$ cat src/rtl/demux_8bit_stream.sv
// Byte-stream demultiplexer: routes each accepted byte to one of two channel FIFOs
// (sel=0 -> channel 1, sel=1 -> channel 2) and counts bytes delivered per channel.
module demux_8bit_stream #(
    parameter int DEPTH = 2
) (
    input  logic       clk,
    input  logic       rst_n,
    input  logic [7:0] in_data,
    input  logic       in_sel,
    input  logic       in_valid,
    output logic       in_ready,
    output logic [7:0] out1_data,
    output logic       out1_valid,
    input  logic       out1_ready,
    output logic [7:0] out2_data,
    output logic       out2_valid,
    input  logic       out2_ready,
    output logic [7:0] cnt1,
    output logic [7:0] cnt2
);
    localparam int AW = (DEPTH > 1) ? $clog2(DEPTH) : 1;
    localparam logic [AW-1:0] PTR_ONE  = AW'(1);
    localparam logic [AW:0]   OCC_ONE  = (AW+1)'(1);
    localparam logic [AW:0]   FULL_CNT = (AW+1)'(DEPTH);

    logic [7:0]    r_mem1 [DEPTH];
    logic [7:0]    r_mem2 [DEPTH];
    logic [AW-1:0] r_wr1, r_rd1, r_wr2, r_rd2;
    logic [AW:0]   r_occ1, r_occ2;
    logic [7:0]    r_cnt1, r_cnt2;

    logic w_full1, w_full2, w_push1, w_push2, w_pop1, w_pop2;

    // Valid/ready: a transfer happens on a rising edge where both valid and ready are
    // high. in_ready depends only on in_sel and the full flags (never on in_valid or a
    // same-cycle pop); outN_valid depends only on FIFO occupancy.
    assign w_full1    = (r_occ1 == FULL_CNT);
    assign w_full2    = (r_occ2 == FULL_CNT);
    assign in_ready   = in_sel ? ~w_full2 : ~w_full1;
    assign w_push1    = in_valid & in_ready & ~in_sel;
    assign w_push2    = in_valid & in_ready & in_sel;
    assign out1_valid = (r_occ1 != '0);
    assign out2_valid = (r_occ2 != '0);
    assign w_pop1     = out1_valid & out1_ready;
    assign w_pop2     = out2_valid & out2_ready;
    assign out1_data  = r_mem1[r_rd1];
    assign out2_data  = r_mem2[r_rd2];
    assign cnt1       = r_cnt1;
    assign cnt2       = r_cnt2;

    always_ff @(posedge clk or negedge rst_n) begin
        if (!rst_n) begin
            for (int i = 0; i < DEPTH; i++) r_mem1[i] <= 8'h00;
            r_wr1  <= '0;
            r_rd1  <= '0;
            r_occ1 <= '0;
            r_cnt1 <= 8'h00;
        end else begin
            if (w_push1) begin
                r_mem1[r_wr1] <= in_data;
                r_wr1         <= r_wr1 + PTR_ONE;
            end
            if (w_pop1) begin
                r_rd1  <= r_rd1 + PTR_ONE;
                r_cnt1 <= r_cnt1 + 8'd1;
            end
            if (w_push1 && !w_pop1)      r_occ1 <= r_occ1 + OCC_ONE;
            else if (!w_push1 && w_pop1) r_occ1 <= r_occ1 - OCC_ONE;
        end
    end

    always_ff @(posedge clk or negedge rst_n) begin
        if (!rst_n) begin
            for (int i = 0; i < DEPTH; i++) r_mem2[i] <= 8'h00;
            r_wr2  <= '0;
            r_rd2  <= '0;
            r_occ2 <= '0;
            r_cnt2 <= 8'h00;
        end else begin
            if (w_push2) begin
                r_mem2[r_wr2] <= in_data;
                r_wr2         <= r_wr2 + PTR_ONE;
            end
            if (w_pop2) begin
                r_rd2  <= r_rd2 + PTR_ONE;
                r_cnt2 <= r_cnt2 + 8'd1;
            end
            if (w_push2 && !w_pop2)      r_occ2 <= r_occ2 + OCC_ONE;
            else if (!w_push2 && w_pop2) r_occ2 <= r_occ2 - OCC_ONE;
        end
    end
endmodule

$ cat config.mk
export PLATFORM = sky130hd
export DESIGN_NAME = demux_8bit_stream
export DESIGN_NICKNAME = d
export VERILOG_FILES = /design/src/rtl/demux_8bit_stream.sv
export SDC_FILE = /design/constraint.sdc
export NUM_CORES = 1
export LEC_CHECK = 0
export BUFFER_PORTS_ARGS = -buffer_cell sky130_fd_sc_hd__buf_2
export CAP_MARGIN = 20
export CORE_MARGIN = 5
export CORE_UTILIZATION = 35
export CTS_CLUSTER_DIAMETER = 200
export DETAILED_ROUTE_END_ITERATION = 8
export REMOVE_ABC_BUFFERS = 1
export SYNTH_ARGS = -nofsm -noshare
export SYNTH_HDL_FRONTEND = slang
export SYNTH_SLANG_ARGS = --single-unit
$ cat constraint.sdc
create_clock -name clk -period 1.8 [get_ports clk]
set_input_delay 0.18 -clock clk [delete_from_list [all_inputs] [get_ports clk]]
set_output_delay 0.18 -clock clk [all_outputs]
set_load 0.005 [all_outputs]
==> summary.md <==
| Metric | Value |
|---|---|
| Reg clk slew, reported paths | 0.10 ns |
| CP arrival | 1.89 ns |
| Post-route ant nets | 0 |
| Initial antenna violation count | 0 |
| PD cells | 1730 mW/mm2 |
| Synth Area in Compound Gates | 0.00796 |
| Setup ws final | 0.102 ns |
| Finished Layout Cells | 339 |
| Comb pwr share | 0.382 |
| Core footprint | 0.00714 mm2 |
| Syn_area_per_cell | 13.9 um2 |
| Hold Vio Cnt, Final | 0 |
| Min-delay worst type | in -> reg |
| Syn Std Cell Area | 0.00251 mm2 |
| Mux contribution to synthesized area | 0.227 |
| Clk pwr share | 0.164 |
| Worst path max stage delay | 0.62 ns |
| TNS Setup | 0 ns |
| Die Area | 0.00898 mm2 |
| Slew Viols, Final | 0 |
| Leak pwr | 1.44 nW |
| Yosys top cell by area | dfrtp_1 |
| Final clock skew | 0.00780 ns |
| DRT iter0 DRCs | 50 |
| Multi-input logic area | 0.00109 mm2 |
| Final hold slack | 0.146 ns |
| Synth area leaders | dfrtp_1 (56%), mux2_2 (18%), mux2_4 (4.8%) |
| Crit-path cells | nor2b_1 -> or3b_1 -> mux2_4 |
| Gpl congestion | 0.743 |
| Setup violations, final | 0 |
| P_int | 3.56 mW |
| Peak supply drop | 0.625 mV |
| Chip Width | 94.8 um |
| Post_cts resized | 0 |
| Number of global-route vias before repair | 1603 |
| Outcome | complete, no violations |
| Placed cells | 330 |
| Largest family of logic cells by synthesized area | multiplexers |
| Overall Global Routing Usage | 0.116 |
| Post-synthesis simple-gate area fraction | 0.0940 |
| Reg power frac | 0.454 |
| Kind of end point of the critical path | register |
| Unrepaired setup endpoints after global routing | no |
| DR vias | 1566 |
| Switch Pwr | 1.71 mW |
| Area grow syn2layout | 20.9% |
| Worst Path Required | 2.00 ns |
| Total gr overflow | 0 |
| Rel. slew slack | 0.661 |
| Layout cell share with drive strength beyond 1 | 0.479 |
| Post-CTS Setup Inserts | 0 |
| CTS tree | built |
| Die Y-Extent | 94.8 um |
| N_diodes | 0 |
| Post-placement setup slack | 0.108 ns |
| Post-route core utilization | 0.426 |
| Sw frac | 0.325 |
| Post-Synth Adder-Cell Area | 0.0199 |
| Distinct cells, synth | 27 |
| Wire per inst | 14.2 um |
| Cell class contributing the biggest share of worst-path delay | simple AND/OR/NAND/NOR gates |
| Clk sinks | 56 |
| Worst Path Buf+Inv | 0 |
| IO Port Bufs | 48 |
| Fillers | 713 |
| I/O pins | 49 |
| Startpoint types | register |
| H-tree Lvls | 2 |
| Tmin final | 1.70 ns |
| Max Cap Viol | 0 |
| Largest net degree at the start of global routing | 57 |
| DP HPWL | 3.37 mm |
| DRC | 0 |
| Total CTS buffers | 5 |
| Synth top area share | 0.557 |
| FP Rows | 31 |
| #FFs+latches synth | 56 |
| Synth warn | 0 |
| DR pass1 iterations | 4 |
| Total area of sequential cells | 0.00140 mm2 |
| XOR/XNOR Fraction of Synth Area | 0.0836 |
| Fmax | 589 MHz |
| Worst-Margin Slew | 0.508 ns |
| CP max stage cell | or3b_1 |
| Register area share after synthesis | 0.557 |
| First-pass GRT wire length | 8.06 mm |
| Worst-case clock buffer depth | 2 |
| Crit Path Category | reg -> reg |
| Post-route clock period utilization | 0.943 |
| Routed WL | 4.82 mm |
| Initial core utilization | 0.352 |
| Via density | 4.62 |
| CP Max Fanout | 8 |
| Clock root buffer master | clkbuf_8 |
| Post-synthesis instance total | 181 |
| Clock latency on the worst-skew pair | 0.31 ns |
| # nets final | 257 |
==> path summary, 6_finish.rpt <==
| path | to | slack (ns) | cells after the start | start |
|---|---|---|---|---|
| max | r_mem2[4]$_DFFE_PN0P_ | 0.10 | 3 | r_occ2[1]$_DFFE_PN0P_ |
| min | r_mem1[2]$_DFFE_PN0P_ | 0.15 | 2 | in_data[2] |
| max reg2reg | r_mem2[4]$_DFFE_PN0P_ | 0.10 | 3 | r_occ2[1]$_DFFE_PN0P_ |
| min reg2reg | cnt1[7]$_DFFE_PN0P_ | 0.47 | 1 | cnt1[7]$_DFFE_PN0P_ |
| max in group asynchronous | cnt2[6]$_DFFE_PN0P_ | 1.14 | 3 | rst_n |
| min in group asynchronous | r_mem1[8]$_DFFE_PN0P_ | 0.41 | 3 | rst_n |
==> state kept, by name, indices dropped and copies added, names as in the netlist <==
name and cells:
r_mem1 16, r_mem2 16, cnt1 8, cnt2 8, r_occ1 2, r_occ2 2
r_rd1 1, r_rd2 1, r_wr1 1, r_wr2 1
==> stage by stage <==
step           cell area [um2]  power [mW]
5_1_grt                   3040        5.67
2_1_floorplan             2500        3.63
4_1_cts                   3040        5.36
6_report                  3040        5.26
3_3_place_gp              2910        4.41
3_5_place_dp              2910        4.46
==> what timing repair did <==
item / CTS / global route
hold buffers: 1 / 0
endpoints found under the setup margin: 0 / 0
hold endpoints to repair: 56 / 0
==> cells in the mapped netlist <==
cell type	instances
nand2_2	1
nor3b_1	1
or3b_1	1
nand4_1	6
clkinv_1	1
xor2_1	12
clkbuf_1	2
mux2_4	8
nand4b_1	1
nor4b_4	1
mux2_2	40
o21a_1	2
nand2b_1	1
or2_2	2
dfrtp_1	56
nor3_2	1
and3_1	2
xnor2_1	12
nor2_1	6
nor3_1	4
a21oi_1	1
ha_1	4
buf_6	1
nor2b_1	2
inv_2	1
nand2_1	10
nand3_1	2
==> logic make-up (layout without fill, tap and decap cells) <==
logic type | count (synthesis) | in the layout
AOI/OAI and AO/OA | 3 | 3
xor gates and xnor gates | 24 | 24
adders and majority gates | 4 | 4
buffers and inverters | 5 | 64
DFF | 56 | 56
muxes | 48 | 48
and+or+nand+nor | 41 | 41
==> layout by cell type (no fill, tap or decap), types with 6 or more instances in the layout <==
master,instances
nor2_1,6
mux2_2,40
xor2_1,12
mux2_4,8
nand4_1,6
clkbuf_8,6
buf_2,48
xnor2_1,12
dfrtp_1,56
nand2_1,10
==> per-layer routing <==
layer	track usage	wire [um]	vias to the layer above
li1	-	-	753
met1	0.157	2330	777
met2	0.181	2210	31
met3	0.0303	203	5
met4	0.0397	76	0
met5	0	0	-
==> layout make-up <==
class / instances / area share
inverters: 2 / 0.00247
well taps: 99 / 0.0407
repair buffers: 54 / 0.0987
flip-flops and latches: 56 / 0.461
clock inverters: 2 / 0.0128
multi-input cells: 120 / 0.357
clock buffers: 6 / 0.0271
==> power groups by stage <==
stage	logic [mW]	registers [mW]	clock network, mW
6_report	2.01	2.39	0.866
3_3_place_gp	2.00	2.40	0
4_1_cts	2.06	2.40	0.900
5_1_grt	2.24	2.49	0.946
3_5_place_dp	2.05	2.42	0
2_1_floorplan	1.34	2.29	0
Note: power is estimated with default switching activity, not from simulation.
